===== config.mk =====
export PLATFORM = sky130hd
export DESIGN_NAME = bus_responder
export DESIGN_NICKNAME = d
export VERILOG_FILES = /design/src/rtl/bus_responder.sv
export SDC_FILE = /design/constraint.sdc
export NUM_CORES = 2
export LEC_CHECK = 0
export CAP_MARGIN = 10
export CORE_MARGIN = 4
export CORE_UTILIZATION = 50
export DETAILED_ROUTE_END_ITERATION = 10
export HOLD_SLACK_MARGIN = 0.08
export PLACE_DENSITY_LB_ADDON = 0.1
export SLEW_MARGIN = 30
export SYNTH_ARGS = -nofsm -noshare
export SYNTH_HDL_FRONTEND = slang
export SYNTH_SLANG_ARGS = --single-unit

===== constraint.sdc =====
create_clock -name clk -period 2.81 [get_ports clk]
set_clock_uncertainty 0.1 [all_clocks]
set_input_delay 0.281 -clock clk [delete_from_list [all_inputs] [get_ports clk]]
set_output_delay 0.281 -clock clk [all_outputs]
set_load 0.01 [all_outputs]

===== src/rtl/bus_responder.sv =====
`default_nettype none
// ============================================================================
// Module      : bus_responder
// Description : Memory-side responder for the sm83 core bus. Decodes every
//               CPU access, returns read data combinationally, and routes
//               writes. Owns HRAM (FF80-FFFE), IE (FFFF) and the OAM DMA
//               engine (FF46). Other regions go out on the ext, OAM and IO
//               ports.
// Revision    : 1.0 - initial release
// ----------------------------------------------------------------------------
// Parameters
//   DMA_LEN    bytes copied per OAM DMA transfer (1..256)
//   DMA_ARM    ce cycles between the FF46 write and the first DMA byte (1..256)
//   UNMAP_VAL  read value returned for FEA0-FEFF
// Ports
//   clk        in   1   system clock
//   rst        in   1   asynchronous reset, active low
//   ce         in   1   cycle enable; state advances only on ce edges
//   cpu_addr   in  16   CPU address
//   cpu_wdata  in   8   CPU write data
//   cpu_write  in   1   CPU write request
//   cpu_rdata  out  8   CPU read data, combinational from cpu_addr
//   ext_addr   out 16   ext address (ROM/VRAM/cart RAM/WRAM)
//   ext_wdata  out  8   ext write data
//   ext_rdata  in   8   ext read data, same cycle
//   ext_we     out  1   ext write strobe, ce-qualified
//   oam_addr   out  8   OAM byte index
//   oam_wdata  out  8   OAM write data
//   oam_rdata  in   8   OAM read data, same cycle
//   oam_we     out  1   OAM write strobe, ce-qualified
//   io_addr    out  7   IO register offset (FF00 + io_addr)
//   io_wdata   out  8   IO write data
//   io_rdata   in   8   IO read data, same cycle
//   io_we      out  1   IO write strobe, ce-qualified, never for FF46
//   dma_busy   out  1   high while the DMA engine is armed or copying
// ============================================================================
module bus_responder #(
    parameter int         DMA_LEN   = 160,
    parameter int         DMA_ARM   = 1,
    parameter logic [7:0] UNMAP_VAL = 8'h00
) (
    input  logic        clk,
    input  logic        rst,
    input  logic        ce,
    input  logic [15:0] cpu_addr,
    input  logic [7:0]  cpu_wdata,
    input  logic        cpu_write,
    output logic [7:0]  cpu_rdata,
    output logic [15:0] ext_addr,
    output logic [7:0]  ext_wdata,
    input  logic [7:0]  ext_rdata,
    output logic        ext_we,
    output logic [7:0]  oam_addr,
    output logic [7:0]  oam_wdata,
    input  logic [7:0]  oam_rdata,
    output logic        oam_we,
    output logic [6:0]  io_addr,
    output logic [7:0]  io_wdata,
    input  logic [7:0]  io_rdata,
    output logic        io_we,
    output logic        dma_busy
);

    // ------------------------------------------------------------------
    // DMA state encoding and terminal counts
    // ------------------------------------------------------------------
    localparam logic [1:0] ST_IDLE   = 2'd0;
    localparam logic [1:0] ST_ARM    = 2'd1;
    localparam logic [1:0] ST_ACTIVE = 2'd2;

    localparam logic [7:0] IDX_LAST = 8'(DMA_LEN - 1);
    localparam logic [7:0] ARM_LAST = 8'(DMA_ARM - 1);

    // ------------------------------------------------------------------
    // State
    // ------------------------------------------------------------------
    logic [1:0] state;
    logic [7:0] dma_src;
    logic [7:0] dma_idx;
    logic [7:0] arm_cnt;
    logic [4:0] ie;
    logic [7:0] hram [0:126];

    // ------------------------------------------------------------------
    // Address decode
    // ------------------------------------------------------------------
    logic hit_ext;
    logic hit_oam;
    logic hit_unmap;
    logic hit_dma_reg;
    logic hit_io;
    logic hit_hram;
    logic hit_ie;

    assign hit_ext     = (cpu_addr < 16'hFE00);
    assign hit_oam     = (cpu_addr >= 16'hFE00) && (cpu_addr <= 16'hFE9F);
    assign hit_unmap   = (cpu_addr >= 16'hFEA0) && (cpu_addr <= 16'hFEFF);
    assign hit_dma_reg = (cpu_addr == 16'hFF46);
    // FF00-FF7F share the upper nine address bits 9'h1FE.
    assign hit_io      = (cpu_addr[15:7] == 9'h1FE) && !hit_dma_reg;
    // FF80-FFFF share 9'h1FF; the last byte of that window is IE.
    assign hit_hram    = (cpu_addr[15:7] == 9'h1FF) && (cpu_addr[6:0] != 7'h7F);
    assign hit_ie      = (cpu_addr == 16'hFFFF);

    // ------------------------------------------------------------------
    // Bus ownership
    // ------------------------------------------------------------------
    logic       dma_active;
    logic       cpu_wr;
    logic [7:0] dma_src_eff;
    logic [15:0] cpu_ext_addr;

    assign dma_active = (state == ST_ACTIVE);
    assign cpu_wr     = ce & cpu_write;

    // Sources in the echo window fold down onto WRAM (E0 -> C0, FF -> DF).
    assign dma_src_eff = (dma_src >= 8'hE0) ? (dma_src & 8'hDF) : dma_src;

    // Echo region E000-FDFF aliases C000-DDFF by dropping address bit 13.
    assign cpu_ext_addr = (cpu_addr >= 16'hE000) ? (cpu_addr & 16'hDFFF) : cpu_addr;

    // While copying, the DMA drives both ext and OAM ports; CPU accesses
    // below FF00 are locked out and their writes are dropped.
    assign ext_addr  = dma_active ? {dma_src_eff, dma_idx} : cpu_ext_addr;
    assign ext_wdata = cpu_wdata;
    assign ext_we    = cpu_wr & hit_ext & ~dma_active;

    assign oam_addr  = dma_active ? dma_idx   : cpu_addr[7:0];
    assign oam_wdata = dma_active ? ext_rdata : cpu_wdata;
    assign oam_we    = dma_active ? ce : (cpu_wr & hit_oam);

    assign io_addr   = cpu_addr[6:0];
    assign io_wdata  = cpu_wdata;
    assign io_we     = cpu_wr & hit_io;

    assign dma_busy  = (state != ST_IDLE);

    // ------------------------------------------------------------------
    // Read mux (no registered latency)
    // ------------------------------------------------------------------
    always_comb begin
        cpu_rdata = 8'hFF;
        if (hit_ext) begin
            cpu_rdata = dma_active ? 8'hFF : ext_rdata;
        end else if (hit_oam) begin
            cpu_rdata = dma_active ? 8'hFF : oam_rdata;
        end else if (hit_unmap) begin
            cpu_rdata = dma_active ? 8'hFF : UNMAP_VAL;
        end else if (hit_dma_reg) begin
            cpu_rdata = dma_src;
        end else if (hit_io) begin
            cpu_rdata = io_rdata;
        end else if (hit_hram) begin
            cpu_rdata = hram[cpu_addr[6:0]];
        end else if (hit_ie) begin
            // Only five interrupt sources exist; the upper bits read as 1.
            cpu_rdata = {3'b111, ie};
        end
    end

    // ------------------------------------------------------------------
    // HRAM and IE
    // ------------------------------------------------------------------
    always_ff @(posedge clk or negedge rst) begin
        if (!rst) begin
            for (int i = 0; i < 127; i++) begin
                hram[i] <= 8'h00;
            end
            ie <= 5'h00;
        end else if (ce) begin
            if (cpu_write && hit_hram) begin
                hram[cpu_addr[6:0]] <= cpu_wdata;
            end
            if (cpu_write && hit_ie) begin
                ie <= cpu_wdata[4:0];
            end
        end
    end

    // ------------------------------------------------------------------
    // OAM DMA engine
    // ------------------------------------------------------------------
    always_ff @(posedge clk or negedge rst) begin
        if (!rst) begin
            state   <= ST_IDLE;
            dma_src <= 8'hFF;
            dma_idx <= 8'h00;
            arm_cnt <= 8'h00;
        end else if (ce) begin
            if (cpu_write && hit_dma_reg) begin
                // A write to FF46 (re)starts the transfer from any state.
                state   <= ST_ARM;
                dma_src <= cpu_wdata;
                dma_idx <= 8'h00;
                arm_cnt <= 8'h00;
            end else begin
                case (state)
                    ST_ARM: begin
                        if (arm_cnt == ARM_LAST) begin
                            state <= ST_ACTIVE;
                        end else begin
                            arm_cnt <= arm_cnt + 8'h01;
                        end
                    end
                    ST_ACTIVE: begin
                        if (dma_idx == IDX_LAST) begin
                            state   <= ST_IDLE;
                            dma_idx <= 8'h00;
                        end else begin
                            dma_idx <= dma_idx + 8'h01;
                        end
                    end
                    default: begin
                        state <= ST_IDLE;
                    end
                endcase
            end
        end
    end

endmodule
`default_nettype wire

# == Word-level counts from Yosys, hierarchy flattened ==
# Index checks and enable logic that the tools add are counted.
# op_classes
addsub,2
n_lt_le_gt_ge,9
eq_ne,11
mux,32
bitwise_logic,7
n_reduce_logical,19
# ops
op,count
$bwmux 1016,1
$mux 8,20
$bmux 8 s7,1
$demux 8 s7,1
$ge 16x16->1 const B,3
$eq 16x16->1 const B,2
$le 16x16->1 const B,2
$eq 9x9->1 const B,2
$add 8x1->8 const B,2
$ge 8x8->1 const B,2
$lt 16x16->1 const B,1
$mux 16,1
$mux 14,1
$eq 8x8->1 const B,1
$logic_and 1x1->1,8
$logic_not 8->1,1
$lt 8x1->1 const B,1
$not 7->8,1
$reduce_and 2->1,4
$ne 7x7->1 const B,1
$mux 2,3
$mux 6,1
$reduce_and 3->1,2
$reduce_bool 2->1,3
11 further kinds,15
# word_totals
regBits,1047
inputBits,52
output_inout_bits,67
word_cells,212

# == Logic depth before layout (Yosys ltp) ==
# logic_depth
ltp_word,10
ltp_mapped,11
depth_no_buf,8

# == Worst setup path after synthesis ==
# No wires, ideal clock.
# synth_timing
path_type,input-to-output
startpoint,in cpu_addr[0]
endpoint,out cpu_rdata[5]
arrival_ns,2.331
required_time_ns,2.429
path_slack_ns,0.098
path_stages,11
path_buffers,5
path_cell_list,buf_2 -> buf_2 -> buf_2 -> buf_2 -> clkbuf_1 -> a22oi_1 -> o21ai_0 -> o22ai_1 -> o221ai_1 -> nand3_1 -> a21oi_1
# synth_via
elab_chain_len,10
word_cells_on_any_way,22
classes_between,order compare (5); eq/ne (2); mux (9); bitwise (1); reduce/logical (5)
# synth_rtl
item,line,text
"start, declared",45,"input logic [15:0] cpu_addr,"
$not 7->8 (implied by the code),154,cpu_rdata = hram[cpu_addr[6:0]];
$bmux 8 s7,154,
$mux 8 (implied by the code) (2 in series),154,
$mux 8,153,end else if (hit_hram) begin
$mux 8,151,end else if (hit_io) begin
$mux 8,149,end else if (hit_dma_reg) begin
$mux 8,147,end else if (hit_unmap) begin
$mux 8,145,end else if (hit_oam) begin
$mux 8 (*),143,if (hit_ext) begin
"end, declared",48,"output logic [7:0] cpu_rdata,"
# Every way passes the cells marked *; elsewhere a longest branch is shown, timed or not. The select of a mux whose other input is x is not followed.

# == Worst setup path in the final report ==
# layout_timing
startpoint,reg hram[284] (netlist name)
endpoint,out cpu_rdata[4]
# layout_via
elab_chain_len,9
# layout_rtl
item,line,text
"start, declared",82,logic [7:0] hram [0:126];
"start signal, assigned by index",172,hram[cpu_addr[6:0]] <= cpu_wdata;
$bmux 8 s7,154,
$mux 8 (implied by the code) (2 in series),154,
$mux 8,153,
$mux 8,151,
$mux 8,149,
$mux 8,147,
$mux 8,145,
$mux 8,143,
# No other way between the ends. The select of a mux whose other input is x is not followed.

==> metrics.md <==
| Metric | Value |
|---|---|
| Status | finished, violations left |
| Failing checks | setup timing |
| Critical Path Start | hram[284] |
| Asr flop ratio synth | 100.0% |
| Sum Neg Setup Slack | -4042 ps |
| Synth-to-Final Area Change | 26.15% |
| ANT nets after route | 0 |
| Critical path type | register to output pin |
| Clock sink count | 1047 |
| Setup-failing EPs final | 23 |
| 1st-iter DRT viols | 3532 |
| Fin nets | 4349 |
| Share of layout cells above drive strength 1 | 52.40% |
| Max-slew headroom | 37.95% |
| Post-layout instance area | 62600 µm² |
| Largest cells by area after synthesis | dfrtp_1 (52%), mux2_2 (26%), mux4_2 (3.5%) |
| Die H | 323.0 µm |
| CP endpoint kind | output pin |
| RSZ-0062 raised after global routing | true |
| Total grt overflow | 0 |
| Rows | 115 |
| Setup ws final | -674.0 ps |
| IO Port Bufs | 118 |
| Most common cell in the netlist | mux2_2 |
| Switching power total | 8.081 mW |
| Sink of the worst hold path | dma_src[4] |
| Arrival time worst endpoint | 3100 ps |
| Maximum root-to-sink buffer count | 3 |
| PwrDens | 532.2 nW/µm² |
| Setup slack after placement | -1561 ps |
| Met2 Usage GRT | 51.97% |
| Synthesized netlist net count | 3783 |
| Global Route Usage Sum | 33.62% |
| DR DRC count | 0 |
| Met3 GRT Util | 6.832% |
| R2R cell count | 8 |
| Total CTS buffers | 110 |
| Crit path max fanout | 2 |
| GPL Wtd Cong | 0.9465 |
| Cell variety after synth | 74 |
| First-pass GRT wire length | 258900 µm |
| Max-cap violations | 0 |
| Initial Util | 50.42% |
| Sw Share | 24.25% |
| Drt first pass iters | 8 |
| Wire length per cell | 30.87 µm |
| Syn avg cell area | 13.31 µm² |
| Min-Delay Path Class | input pin to register |
| CTS tree | built |
| Top-area cell type share of the netlist area | 52.39% |
| Fmax | 287.0 MHz |
| Reg2reg setup slack | 830 ps |
| Mapped Area | 49630 µm² |
| Placed cell area | 57550 µm² |
| Latest clock arrival within the worst-skew pair | 690 ps |
| Int Pwr | 25.24 mW |
| Startpoint Class | register |
| Final HPWL DP | 119600 µm |
| Min-Delay Startpoint | cpu_wdata[4] |
| Worst vdd ir | 0.6177 mV |
| Final WL | 175100 µm |
| Sequential area share after synthesis | 52.81% |
| Reg-to-reg critical path startpoint | arm_cnt[0] |
| YS warnings | 0 |
| Predominant post-synthesis flop cell | dfrtp_1 |
| #FFs+latches synth | 1047 |
| Data required, critical path | 2430 ps |
| Max Slew Vio Count | 0 |
| Root Driver | clkbuf_16 |
| Worst Tran Pin Value | 930.7 ps |
| LEAKAGE | 30.62 nW |
| Clock-pin transition on the worst setup and hold timing paths | 60 ps |
| Syn Inst Count | 3728 |
| Die area | 104400 µm² |
| Fill cell count | 7367 |
| Die width | 323.0 µm |
| Final worst-path cycle share | 124.0% |
| Clock power frac | 46.0% |
| Final hold violations | 0 |
| Vias in the first global route | 37.63k |
| FF-to-FF End | arm_cnt[5] |
| Post-synth EDFFs | 0 |
| Hold Path Stages | 2 |
| # IOs | 119 |
| Vias | 36.31k |
| Detail-routed via count per cell | 6.402 |
| Comb pwr share | 8.5% |
| Largest net degree at the start of global routing | 130 |
| Seq pwr share | 45.5% |
| H-tree Lvls | 3 |
| Top cell types by occurrence after synthesis | mux2_2 (1134), dfrtp_1 (1039), clkbuf_1 (212), nand2_1 (197), a221oi_1 (116) |
| Tmin final | 3484 ps |
| Cell type with the highest aggregate area in the netlist | dfrtp_1 |
| Initial antenna violation count | 3 |
| Met1 GRT Util | 46.98% |
| GR peak layer | met2 |
| Total core area | 98420 µm² |
[power groups by stage]
stage / clock network, mW / logic [mW] / registers (mW)
2_1_floorplan: 0 / 0.964 / 15.4
3_3_place_gp: 0 / 2.64 / 15.4
3_5_place_dp: 0 / 2.67 / 15.4
4_1_cts: 15.5 / 2.76 / 15.1
5_1_grt: 16.2 / 2.95 / 15.1
6_report: 15.3 / 2.83 / 15.1
[per-layer routing]
| layer | wire length, µm | up-vias |
|---|---|---|
| met5 | 13 | - |
| met2 | 79010 | 1626 |
| met3 | 14150 | 437 |
| li1 | - | 14960 |
| met1 | 73990 | 19290 |
| met4 | 7920 | 2 |
[worst max-delay path by stage]
stage                               to  slack [ps]
after global placement    cpu_rdata[5]       -1730
after floorplan           cpu_rdata[5]         100
after detailed placement  cpu_rdata[1]       -1560
after global routing      cpu_rdata[4]        -770
final                     cpu_rdata[4]        -670
after CTS                 cpu_rdata[4]        -670
[stage by stage]
step / utilization [%] / power (mW) / hold slack [ps] / cells
3_3_place_gp: 58.47 / 18.05 / 101.8 / 5446
5_1_grt: 63.60 / 34.24 / 105.5 / 5671
2_1_floorplan: - / 16.38 / -114.6 / 3728
3_5_place_dp: 58.47 / 18.09 / 110.9 / 5446
4_1_cts: 63.17 / 33.41 / 82.03 / 5658
6_report: 63.61 / 33.32 / 120.4 / 5672
[flip-flops by register name, indices dropped and copies added, names as in the netlist]
register	count
state	2
hram	1016
dma_idx	8
arm_cnt	8
dma_src	8
ie	5
[timing repair]
item                                    CTS  global route
pin swaps                                42            27
endpoints found under the setup margin  706           269
resized for setup                       164            80
hold endpoints to repair                506             0
gates cloned                              2             0
setup buffers                            11            13
hold buffers                              5             0
[critical path, cell delays in order, from the launching register on]
cell and delay (ps):
dfrtp_1 370, mux4_2 530, o22ai_2 190, nor3_2 80
a211oi_4 250, a211o_1 230, nand4b_1 360, o2bb2ai_2 240
buf_2 140
[cell usage in the layout, fill, tap and decap left out, drive strengths merged, types with 8 or more instances in the layout]
cell	synthesis	final
mux2	1140	1140
dfrtp	1039	1039
buf	111	675
nand2	215	215
nor2	179	179
clkbuf	212	161
a221oi	116	116
o21ai	80	80
a21oi	78	78
mux4	77	77
clkdlybuf4s50	0	74
mux2i	74	74
a22oi	67	67
nand3	30	30
clkinv	1	30
nor3	30	30
o221ai	28	28
a31oi	23	23
o22ai	21	21
dlymetal6s2s	0	16
a221o	14	14
nor2b	13	13
nand4	12	12
bufinv	0	12
inv	9	11
nand2b	10	10
a22o	9	9
o211ai	9	9
and3	9	9
a211oi	9	9
xor2	8	8
dfstp	8	8
[cell families after synthesis]
kind of cell             share of synthesized area, %
adder cells (fa/ha/maj)                       0.07565
buffers and inverters                           2.980
flip-flops                                      52.81
XOR/XNOR                                       0.1412
AND/OR/NAND/NOR                                 5.612
AO/OA/AOI/OAI                                   7.521
multiplexers                                    30.85
[cell type report]
| class | instances | area [µm²] | area share [%] |
|---|---|---|---|
| diodes | 1 | 2.502 | 0.003997 |
| repair buffers | 777 | 8059 | 12.87 |
| clock buffers | 158 | 3268 | 5.221 |
| clock inverters | 44 | 540.5 | 0.8634 |
| multi-input cells | 2348 | 22870 | 36.53 |
| flip-flops and latches | 1047 | 26210 | 41.87 |
| inverters | 10 | 42.54 | 0.06796 |
| well taps | 1287 | 1610 | 2.572 |
Note: power is estimated with default switching activity, not from simulation.
